**src/rtl/gec_pkg.sv**
```systemverilog
// Shared types and constants for the gated event counter.
package gec_pkg;

    typedef enum logic [2:0] {
        IDLE,
        ARM,
        WAIT_OPEN,
        COUNT,
        HOLD
    } gec_state_t;

    localparam int GEC_CNT_W      = 16;
    localparam int GEC_RUN_CYCLES = 2;
    localparam int GEC_TIMEOUT    = 1024;

    // All-ones value of a w-bit counter, w up to 64.
    function automatic logic [63:0] sat_max(input int w);
        logic [63:0] v;
        v = '0;
        for (int i = 0; i < 64; i++) begin
            v[i] = (i < w);
        end
        return v;
    endfunction

endpackage

```
**src/rtl/gated_event_counter_sync_edge_detect.sv**
```systemverilog
// Two-flop synchroniser followed by a registered rising-edge pulse.
module sync_edge_detect (
    input  logic clk,
    input  logic reset,
    input  logic i_async,
    output logic o_edge
);

    logic r_s1;
    logic r_s2;
    logic r_prev;
    logic r_edge;

    always_ff @(posedge clk or posedge reset) begin
        if (reset) begin
            r_s1   <= 1'b0;
            r_s2   <= 1'b0;
            r_prev <= 1'b0;
            r_edge <= 1'b0;
        end else begin
            r_s1   <= i_async;
            r_s2   <= r_s1;
            r_prev <= r_s2;
            r_edge <= r_s2 & ~r_prev;
        end
    end

    assign o_edge = r_edge;

endmodule

```
**src/rtl/gated_event_counter.sv**
```systemverilog
// Arms one pulse-gate window, counts event edges while done_in is low.
// Optional watchdog on the wait states: define GEC_TIMEOUT_EN.
module gated_event_counter
    import gec_pkg::*;
#(
    parameter int CNT_W      = GEC_CNT_W,
    parameter int RUN_CYCLES = GEC_RUN_CYCLES,
    parameter int TIMEOUT    = GEC_TIMEOUT
) (
    input  logic             clk,
    input  logic             reset,
    input  logic             start,
    input  logic             done_in,
    input  logic             evt_in,
    output logic             run_out,
    output logic             busy,
    output logic [CNT_W-1:0] count_out,
    output logic             count_valid,
    input  logic             count_ack,
`ifdef GEC_TIMEOUT_EN
    output logic             timeout_err,
`endif
    output logic             overflow
);

    localparam int ARM_W = (RUN_CYCLES > 1) ? $clog2(RUN_CYCLES) : 1;
    localparam logic [CNT_W-1:0] MAXV = CNT_W'(sat_max(CNT_W));

    gec_state_t       r_state;
    gec_state_t       w_state_next;
    logic [ARM_W-1:0] r_arm_cnt;
    logic [CNT_W-1:0] r_cnt;
    logic             r_ovf_int;
    logic [CNT_W-1:0] r_count_out;
    logic             r_overflow;
    logic             r_count_valid;
    logic             w_edge;
    logic             w_run;
    logic             w_wd_hit;

    sync_edge_detect u_evt_sync (
        .clk     (clk),
        .reset   (reset),
        .i_async (evt_in),
        .o_edge  (w_edge)
    );

`ifdef GEC_TIMEOUT_EN
    localparam int WD_W = $clog2(TIMEOUT + 1);

    logic [WD_W-1:0] r_wd;
    logic            r_timeout_err;
    logic            w_wd_active;

    assign w_wd_active = (r_state == WAIT_OPEN) || (r_state == COUNT);
    assign w_wd_hit    = w_wd_active && (r_wd == WD_W'(TIMEOUT - 1));

    // Watchdog restarts whenever the state changes.
    always_ff @(posedge clk or posedge reset) begin
        if (reset) begin
            r_wd          <= '0;
            r_timeout_err <= 1'b0;
        end else begin
            if (!w_wd_active || (w_state_next != r_state)) begin
                r_wd <= '0;
            end else begin
                r_wd <= r_wd + 1'b1;
            end
            if ((r_state == IDLE) && start) begin
                r_timeout_err <= 1'b0;
            end else if (w_wd_hit) begin
                r_timeout_err <= 1'b1;
            end
        end
    end

    assign timeout_err = r_timeout_err;
`else
    assign w_wd_hit = 1'b0;
`endif

    always_comb begin
        w_state_next = r_state;
        w_run        = 1'b0;
        unique case (r_state)
            IDLE: begin
                if (start) w_state_next = ARM;
            end
            ARM: begin
                w_run = 1'b1;
                if (r_arm_cnt == ARM_W'(RUN_CYCLES - 1)) begin
                    w_state_next = WAIT_OPEN;
                end
            end
            WAIT_OPEN: begin
                if (!done_in) w_state_next = COUNT;
            end
            COUNT: begin
                if (done_in) w_state_next = HOLD;
            end
            HOLD: begin
                if (count_ack) w_state_next = IDLE;
            end
            default: w_state_next = IDLE;
        endcase
        if (w_wd_hit) w_state_next = IDLE;
    end

    always_ff @(posedge clk or posedge reset) begin
        if (reset) begin
            r_state       <= IDLE;
            r_arm_cnt     <= '0;
            r_cnt         <= '0;
            r_ovf_int     <= 1'b0;
            r_count_out   <= '0;
            r_overflow    <= 1'b0;
            r_count_valid <= 1'b0;
        end else begin
            r_state <= w_state_next;

            if ((r_state == ARM) && (w_state_next == ARM)) begin
                r_arm_cnt <= r_arm_cnt + 1'b1;
            end else begin
                r_arm_cnt <= '0;
            end

            // An edge in the closing cycle (done_in high) is excluded.
            if ((r_state == IDLE) && start) begin
                r_cnt     <= '0;
                r_ovf_int <= 1'b0;
            end else if ((r_state == COUNT) && !done_in && w_edge) begin
                if (r_cnt == MAXV) begin
                    r_ovf_int <= 1'b1;
                end else begin
                    r_cnt <= r_cnt + 1'b1;
                end
            end

            if ((r_state == COUNT) && (w_state_next == HOLD)) begin
                r_count_out   <= r_cnt;
                r_overflow    <= r_ovf_int;
                r_count_valid <= 1'b1;
            end else if ((r_state == HOLD) && count_ack) begin
                r_count_valid <= 1'b0;
            end
        end
    end

    assign run_out     = w_run;
    assign busy        = (r_state != IDLE);
    assign count_out   = r_count_out;
    assign count_valid = r_count_valid;
    assign overflow    = r_overflow;

endmodule

```
**config.mk**
```make
export PLATFORM = sky130hd
export DESIGN_NAME = gated_event_counter
export DESIGN_NICKNAME = d
export VERILOG_FILES = /design/src/rtl/gec_pkg.sv /design/src/rtl/gated_event_counter_sync_edge_detect.sv /design/src/rtl/gated_event_counter.sv
export SDC_FILE = /design/constraint.sdc
export NUM_CORES = 1
export LEC_CHECK = 0
export ABC_AREA = 1
export CORE_ASPECT_RATIO = 0.5
export CORE_MARGIN = 2
export CORE_UTILIZATION = 30
export CTS_CLUSTER_SIZE = 24
export DETAILED_ROUTE_END_ITERATION = 6
export SYNTH_ARGS = -nofsm -noshare
export SYNTH_HDL_FRONTEND = slang
export SYNTH_HIERARCHICAL = 1
export SYNTH_SLANG_ARGS = --single-unit
```
**constraint.sdc**
```tcl
create_clock -name clk -period 4.3 [get_ports clk]
set_input_delay 0.86 -clock clk [delete_from_list [all_inputs] [get_ports clk]]
set_output_delay 0.86 -clock clk [all_outputs]
set_load 0.01 [all_outputs]
```
Yosys cells after proc, flatten, opt, wreduce, memory -nomap -nowiden. Cells that the tools add are included.

Bits in latches: 0. RAM bits: 0. Input port bits: 6. ROM bits: 0. Memories kept: 0. Register bits after elaboration: 43. Logic and storage cells: 53.

Shift-type cells: 0. Add/sub/neg operators: 2. Bitwise operators: 2. Mux-type cells: 16. Reductions and logical operators: 14. Divide/modulo/power cells: 0. $lt $le $gt $ge: 0. Equality and inequality tests: 8. Multipliers: 0.

Operators with widths (number): $mux W16 (3); $add A16 B1 Y16 const B (1); $eq A16 B16 Y1 const B (1); $mux W3 (5); $pmux W3 S5 (1); $mux W1 (7); $eq A3 B1 Y1 const B (2); $eq A3 B2 Y1 const B (2); $eq A3 B3 Y1 const B (2); $logic_and A1 B1 Y1 (6); $reduce_bool A2 Y1 (3); $reduce_and A2 Y1 (2); $logic_not A3 Y1 (1); $reduce_bool A3 Y1 (1); $ne A2 B2 Y1 const B (1); $add A1 B1 Y1 const B (1); $and A1 B1 Y1 (1); $logic_not A1 Y1 (1); $not A1 Y1 (1).

Depth between registers and ports, before layout. Gate-level depths: netlist (run 1).

Depth in word-level cells: 5. Gate-level depth with buffers: 10.

Cells and area by module. The synthesis (run 1) kept the hierarchy.

Modules (own cells, without submodules): gated_event_counter (cells each 245, area each 1995.7 µm², instances 1, sequential area each 975.9 µm²); sync_edge_detect (cells each 7, area each 113.9 µm², instances 1, sequential area each 100.1 µm²).

Least setup slack after synthesis (run 1). No wires, ideal clock.

Path type: input to register. Start: in done_in. End: reg r_cnt[5]. Stages on the path: 5. Library setup time: 128 ps. Arrival: 1572 ps. Slack: 2600 ps. Path through: nand3b_1 > o21ai_2 > inv_1 > nor2_2 > o21ai_0.

Longest elaborated chain between the ends: 5.

Ends and longest elaborated chain: start: declaration (line gated_event_counter.sv:13) `input logic done_in,`; $logic_not A1 Y1 (line gated_event_counter.sv:131) `end else if ((r_state == COUNT) && !done_in && w_edge) begin`; $logic_and A1 B1 Y1 (2 in a row) (line gated_event_counter.sv:131); $reduce_bool A2 Y1 (no source line); $reduce_and A2 Y1 (no source line); end signal: assignment (line gated_event_counter.sv:135) `r_cnt <= r_cnt + 1'b1;`; end: declaration (line gated_event_counter.sv:32) `logic [CNT_W-1:0] r_cnt;`.

No other way between the ends. A chain may end at the register's enable or synchronous reset.

Worst setup path in the final report (run 1).
Start: reg r_state[0]. End: out run_out.

Longest elaborated chain between the ends: 2.

Ends and longest elaborated chain: start: declaration (line gated_event_counter.sv:29) `gec_state_t r_state;`; start signal: assignment (line gated_event_counter.sv:119) `r_state <= w_state_next;`; $eq A3 B1 Y1 (line gated_event_counter.sv:85) `unique case (r_state)`; $mux W1 (line gated_event_counter.sv:85); end: declaration (line gated_event_counter.sv:15) `output logic run_out,`.

No other way between the ends.

==> impl_summary.log, run 1 <==
[metrics] root buffer cell: clkbuf_16
[metrics] pin count of the biggest net entering global routing: 40
[metrics] dpl cell area: 2430 sq um
[metrics] count of H-tree levels built during CTS: 2
[metrics] Resized cells post-CTS: 0
[metrics] largest fanout on the critical path: 5
[metrics] run status: finished, final reports clean
[metrics] Cell Count Post-Placement: 363
[metrics] worst path buffer plus inverter count: 2
[metrics] CP arrival: 1.66 ns
[metrics] full die area: 7760 sq um
[metrics] number of standard cells in the layout, taps in and fillers out: 371
[metrics] top-area cell type share of the netlist area: 0.510
[metrics] die height: 63.3 um
[metrics] Avg Synthesized Cell Area: 8.37 sq um
[metrics] max frequency: 397 MHz
[metrics] highest routed metal layer: met4
[metrics] worst flop-to-flop path endpoint: r_cnt[2]
[metrics] antenna-violating nets left: 0
[metrics] num ports: 26
[metrics] Floorplan Core Area: 6750 sq um
[metrics] nature of the critical path startpoint: flip-flop
[metrics] hold buffer count at cts: 0
[metrics] input/output buffers: 25
[metrics] Hold EP: u_evt_sync/r_s2
[metrics] total global routing overflow: 0
[metrics] TritonCTS clock tree: yes
[metrics] number of DRC violations after detailed-routing iteration 0: 99
[metrics] count of standard-cell rows: 21
[metrics] later-pin clock latency in the skew report: 0.28 ns
[metrics] post-synthesis net count: 259
[metrics] slew at the pin closest to its max-slew limit: 0.889 ns
[metrics] cell count after synthesis: 252
[metrics] total power divided by cell area: 521 nW/um^2
[metrics] PnR Total Power: 1.37 mW
[metrics] leakage power figure: 1.13 nW
[metrics] global-route wire length before repair: 7.43 mm
[metrics] x dimension of the die: 123 um
[metrics] post-detailed-routing wire length: 4.30 mm
[metrics] crit path capture type: output port
[metrics] detailed-routed wire length on met2: 1.89 mm
[metrics] via count of the first global-routing pass: 1582
[metrics] library cell with the largest summed area after synthesis: dfrtp_1
[metrics] highest ir drop seen on vdd: 203 uV
[metrics] Hold Vio Cnt, Final: 0
[metrics] clock slew seen by the registers of the worst setup and hold paths: 0.06 ns
[metrics] flip-flop and latch count after synthesis: 43
[metrics] DRC viols: 0
[metrics] Setup CP Type: flip-flop to output port
[metrics] detailed route wirelength on metal3: 237 um
[metrics] Max-Cap Viols: 0
[metrics] net total in the final layout: 285
[metrics] Largest stage delay, worst path: 0.61 ns
[metrics] number of antenna diodes: 0
[metrics] Min-Delay Path Class: flip-flop to flip-flop
[metrics] initial antenna violation count: 0
[metrics] sum of net half-perimeters after detailed placement: 3.22 mm
[metrics] launch point of the worst hold path: u_evt_sync/r_s1
[metrics] wire length the detailed router placed on met1: 2.14 mm
[metrics] area of all placed cells without fillers: 2630 sq um
[metrics] category of cells accounting for the largest share of critical-path delay: buffers and inverters
[metrics] length in cells of the worst reg-to-reg path: 9
[metrics] number of detailed-route iterations in the first pass: 4
[metrics] Critical-path top delay cell: clkdlybuf4s50_1
[metrics] Max Buffers Root-to-Sink: 2
[metrics] unrepaired setup endpoints after global routing: no
[metrics] # Post-CTS Setup Buffers: 0
[metrics] list of cells traversed by the critical path: inv_1, nor3_1, clkdlybuf4s50_1
[metrics] number of vias per cell: 4.63
[metrics] critical register-to-register path startpoint: r_cnt[1]
[metrics] Mapped Area: 2110 sq um
[metrics] period utilisation layout: 0.586
[metrics] global-route usage over all layers: 0.122
[metrics] final max-slew violation count: 0
[metrics] sequential-to-total area share from yosys stat: 0.510
[metrics] number of setup violations in the final report: 0
[metrics] Period minus WS final: 2.52 ns
[metrics] gp weighted congestion: 0.871
[metrics] initial core utilization: 0.312
[metrics] wire length per cell after detailed routing: 11.6 um
[metrics] r2r setup slk: 2.53 ns
[metrics] Syn. warnings: 6
[metrics] Relative slew margins: 0.406
[metrics] hold depth: 0
[metrics] worst clock skew: 0.00623 ns
[metrics] synth top area cells: dfrtp_1, nand2_1, inv_1, o21ai_0, nand3_1
[metrics] total number of vias: 1719
[metrics] clock buffers created by TritonCTS: 5
[metrics] fraction of final layout cells sized beyond drive strength 1: 0.111
[metrics] P&R area growth vs syn: 24.5%
[metrics] required time reported for the critical path endpoint: 3.44 ns
[metrics] min setup slack post-route: 1.78 ns
[metrics] setup_tns: 0 ns
[metrics] minimum setup slack after placement: 1.79 ns
[metrics] number of distinct library cell variants in the gate-level netlist after synthesis: 29
[metrics] sinks on the clock net: 43
## worst max-delay path by stage
stage	start	to	cells past startpoint
final	r_state[0]	run_out	3
after global routing	r_state[0]	run_out	3
after CTS	r_state[0]	run_out	3
after detailed placement	done_in	count_out[1]	3
after global placement	done_in	count_out[1]	3
after floorplan	reset	count_out[0]	1
## stage by stage
stage / util / hold WS (ns)
6_report: 0.389 / 0.350
5_1_grt: 0.389 / 0.364
4_1_cts: 0.389 / 0.352
3_5_place_dp: 0.360 / 0.338
3_3_place_gp: 0.360 / 0.335
2_1_floorplan: - / 0.331
## cell type report
| cell class | instances | area, sq um |
|---|---|---|
| Sequential cell | 43 | 1080 |
| Inverter | 28 | 105 |
| Multi-Input combinational cell | 174 | 880 |
| Clock inverter | 3 | 67.6 |
| Fill cell | 672 | 4130 |
| Timing Repair Buffer | 26 | 258 |
| Clock buffer | 5 | 125 |
| Tap cell | 92 | 115 |
## layer usage
layer  global-route usage  up-vias
met3               0.0362        4
met1                0.168      809
met4               0.0431        0
met2                0.183       49
met5                    0        -
li1                     -      857
## cells by family (layout without fill, tap and decap cells)
| logic type | count (synthesis) | count (layout) | share of synthesized area |
|---|---|---|---|
| buffers and inverters | 35 | 62 | 0.0729 |
| xor gates and xnor gates | 7 | 7 | 0.0291 |
| DFF | 43 | 43 | 0.510 |
| muxes | 3 | 3 | 0.0160 |
| AOI/OAI and AO/OA | 34 | 34 | 0.0985 |
| adders and majority gates | 1 | 1 | 0.00593 |
| and+or+nand+nor | 129 | 129 | 0.268 |
## where the power goes
group	switching [mW]	internal (mW)	leakage, nW	total [mW]
Sequential	0.0651	0.470	0.577	0.535
Combinational	0.202	0.148	0.463	0.350
Clock	0.152	0.332	0.0900	0.484
Total	0.419	0.950	1.13	1.37
## flip-flops by register name, summed over array words and instances, names as in the netlist
register           count
r_state                3
u_evt_sync/o_edge      1
r_arm_cnt              1
r_ovf_int              1
u_evt_sync/r_s1        1
r_cnt                 16
u_evt_sync/r_s2        1
count_out             16
count_valid            1
overflow               1
u_evt_sync/r_prev      1
## cell usage after synthesis, drive strengths merged
| library cell | count |
|---|---|
| nand2 | 77 |
| mux2 | 3 |
| clkinv | 1 |
| a32o | 1 |
| nor2 | 25 |
| xor2 | 7 |
| o31ai | 1 |
| buf | 4 |
| inv | 27 |
| dfrtp | 43 |
| o21ai | 30 |
| o211ai | 1 |
| nand4 | 5 |
| nand3 | 19 |
| o22ai | 1 |
| ha | 1 |
| nor3 | 2 |
| nand3b | 1 |
| clkbuf | 3 |
## cell usage in the layout, fill, tap and decap left out, drive strengths merged
cell	Yosys	final
nand4	5	5
buf	4	1
bufinv	0	2
clkbuf	3	5
mux2	3	3
ha	1	1
nor2	25	25
nand2	77	77
inv	27	27
o22ai	1	1
xor2	7	7
nor3	2	2
o21ai	30	30
clkinv	1	1
clkinvlp	0	1
o211ai	1	1
a32o	1	1
nand3	19	19
nand3b	1	1
clkdlybuf4s50	0	25
o31ai	1	1
dfrtp	43	43
Power figures use the tool's default switching activity.
==> inputs of run 2 (changes only) <==
Clock period 4.3 ns to 2.45 ns, I/O delays scaled along.
==> impl_summary.log, run 2 (same netlist as run 1, synthesis figures left out) <==
[metrics] run status: finished, final reports clean (unchanged)
[metrics] total number of vias: 1712 (was 1719)
[metrics] detailed-routed wire length on met2: 2.08 mm (was 1.89 mm)
[metrics] number of antenna diodes: 0 (unchanged)
[metrics] Resized cells post-CTS: 0 (unchanged)
[metrics] root buffer cell: clkbuf_16 (unchanged)
[metrics] Period minus WS final: 2.13 ns
[metrics] setup_tns: 0 ns (unchanged)
[metrics] # Post-CTS Setup Buffers: 0 (unchanged)
[metrics] P&R area growth vs syn: 24.2% (was 24.5%)
[metrics] Setup CP Type: flip-flop to output port (unchanged)
[metrics] Min-Delay Path Class: flip-flop to flip-flop (unchanged)
[metrics] gp weighted congestion: 0.812 (was 0.871)
[metrics] highest ir drop seen on vdd: 424 uV (was 203 uV)
[metrics] total power divided by cell area: 862 nW/um^2 (was 521 nW/um^2)
[metrics] global-route wire length before repair: 7.61 mm (was 7.43 mm)
[metrics] via count of the first global-routing pass: 1629 (was 1582)
[metrics] highest routed metal layer: met4 (unchanged)
[metrics] max frequency: 470 MHz
[metrics] final max-slew violation count: 0 (unchanged)
[metrics] number of vias per cell: 4.57 (was 4.63)
[metrics] number of detailed-route iterations in the first pass: 4 (unchanged)
[metrics] slew at the pin closest to its max-slew limit: 0.631 ns (was 0.889 ns)
[metrics] Max Buffers Root-to-Sink: 2 (unchanged)
[metrics] wire length the detailed router placed on met1: 2.13 mm (was 2.14 mm)
[metrics] largest fanout on the critical path: 5 (unchanged)
[metrics] die height: 63.3 um (unchanged)
[metrics] required time reported for the critical path endpoint: 1.96 ns (was 3.44 ns)
[metrics] wire length per cell after detailed routing: 11.9 um (was 11.6 um)
[metrics] r2r setup slk: 0.65 ns (was 2.53 ns)
[metrics] period utilisation layout: 0.868
[metrics] crit path capture type: output port (unchanged)
[metrics] input/output buffers: 25 (unchanged)
[metrics] full die area: 7760 sq um (unchanged)
[metrics] sum of net half-perimeters after detailed placement: 3.37 mm (was 3.22 mm)
[metrics] count of standard-cell rows: 21 (unchanged)
[metrics] count of H-tree levels built during CTS: 2 (unchanged)
[metrics] detailed route wirelength on metal3: 196 um (was 237 um)
[metrics] clock slew seen by the registers of the worst setup and hold paths: 0.06 ns (about the same)
[metrics] sinks on the clock net: 43 (unchanged)
[metrics] pin count of the biggest net entering global routing: 40 (unchanged)
[metrics] CP arrival: 1.64 ns (was 1.66 ns)
[metrics] post-detailed-routing wire length: 4.47 mm (was 4.30 mm)
[metrics] commonest non-fill, non-tap cells in the layout: nand2_1, dfrtp_1, inv_1 (unchanged)
[metrics] total global routing overflow: 0 (unchanged)
[metrics] number of DRC violations after detailed-routing iteration 0: 83 (was 99)
[metrics] global-route usage over all layers: 0.126 (was 0.122)
[metrics] hold buffer count at cts: 0 (unchanged)
[metrics] Relative slew margins: 0.578 (was 0.406)
[metrics] later-pin clock latency in the skew report: 0.28 ns (about the same)
[metrics] initial antenna violation count: 0 (unchanged)
[metrics] most frequent standard cell in the layout excluding fill and tap cells: nand2_1 (unchanged)
[metrics] worst clock skew: 0.00349 ns (was 0.00623 ns)
[metrics] net total in the final layout: 289 (was 285)
[metrics] DRC viols: 0 (unchanged)
[metrics] x dimension of the die: 123 um (unchanged)
[metrics] Cell Count Post-Placement: 367 (was 363)
[metrics] initial core utilization: 0.312 (unchanged)
[metrics] antenna-violating nets left: 0 (unchanged)
[metrics] number of standard cells in the layout, taps in and fillers out: 375 (was 371)
[metrics] TritonCTS clock tree: yes (unchanged)
[metrics] Floorplan Core Area: 6750 sq um (unchanged)
[metrics] Max-Cap Viols: 0 (unchanged)
[metrics] nature of the critical path startpoint: flip-flop (unchanged)
[metrics] unrepaired setup endpoints after global routing: no (unchanged)
[metrics] Hold Vio Cnt, Final: 0 (unchanged)
[metrics] leakage power figure: 1.13 nW (about the same)
[metrics] num ports: 26 (unchanged)
[metrics] fraction of final layout cells sized beyond drive strength 1: 0.120 (was 0.111)
[metrics] clock buffers created by TritonCTS: 5 (unchanged)
[metrics] number of setup violations in the final report: 0 (unchanged)
[run 2: cell count changes in the layout (fill, tap and decap cells not counted)]
| cell | delta |
|---|---|
| bufinv_16 | -2 |
| clkinvlp_4 | -1 |
| buf_4 | +4 |
| clkbuf_1 | +1 |
| clkbuf_8 | +2 |
[run 2: cell type report]
cell class / instances / area [sq um]
inverter: 28 / 105
sequential: 43 / 1080
clock buffer: 8 / 156
multi-input combinational: 174 / 880
tap: 92 / 115
timing repair buffer: 30 / 288
fill: 690 / 4130
[run 2: final timing paths]
check,from,to,depth (start not counted)
setup / recovery,r_state[1],run_out,2
hold / removal,u_evt_sync/r_s1,u_evt_sync/r_s2,0
setup reg to reg,r_cnt[1],r_cnt[10],9
hold reg to reg,u_evt_sync/r_s1,u_evt_sync/r_s2,0
max in group asynchronous,reset,count_out[0],3
min in group asynchronous,reset,u_evt_sync/r_s1,2
[run 2: per-layer routing]
| metal | global-route usage | vias to the layer above |
|---|---|---|
| met3 | 0.0344 | 5 |
| met2 | 0.199 | 28 |
| li1 | - | 868 |
| met5 | 0 | - |
| met4 | 0.0445 | 0 |
| met1 | 0.166 | 811 |
[run 2: stage by stage]
| stage | instance area (sq um) | total power [mW] | util | worst slack (ns) | hold slack, ns |
|---|---|---|---|---|---|
| global placement | 2460 | 1.58 | 0.365 | 0.510 | 0.336 |
| CTS | 2620 | 2.30 | 0.388 | 0.308 | 0.350 |
| finish | 2620 | 2.26 | 0.388 | 0.324 | 0.351 |
| global route | 2620 | 2.42 | 0.388 | 0.198 | 0.354 |
| detailed placement | 2460 | 1.60 | 0.365 | 0.479 | 0.336 |
| floorplan | 2110 | 1.36 | - | 0.992 | 0.256 |
[run 2: report_power, final]
group | internal, mW | total, mW | switching [mW]
logic | 0.276 | 0.634 | 0.358
registers | 0.825 | 0.939 | 0.114
clock network | 0.434 | 0.687 | 0.254
[run 2: worst max-delay path: stages (launching register included)]
cell and delay (ns):
dfrtp_1 0.43, nor3_1 0.32, clkdlybuf4s50_1 0.60
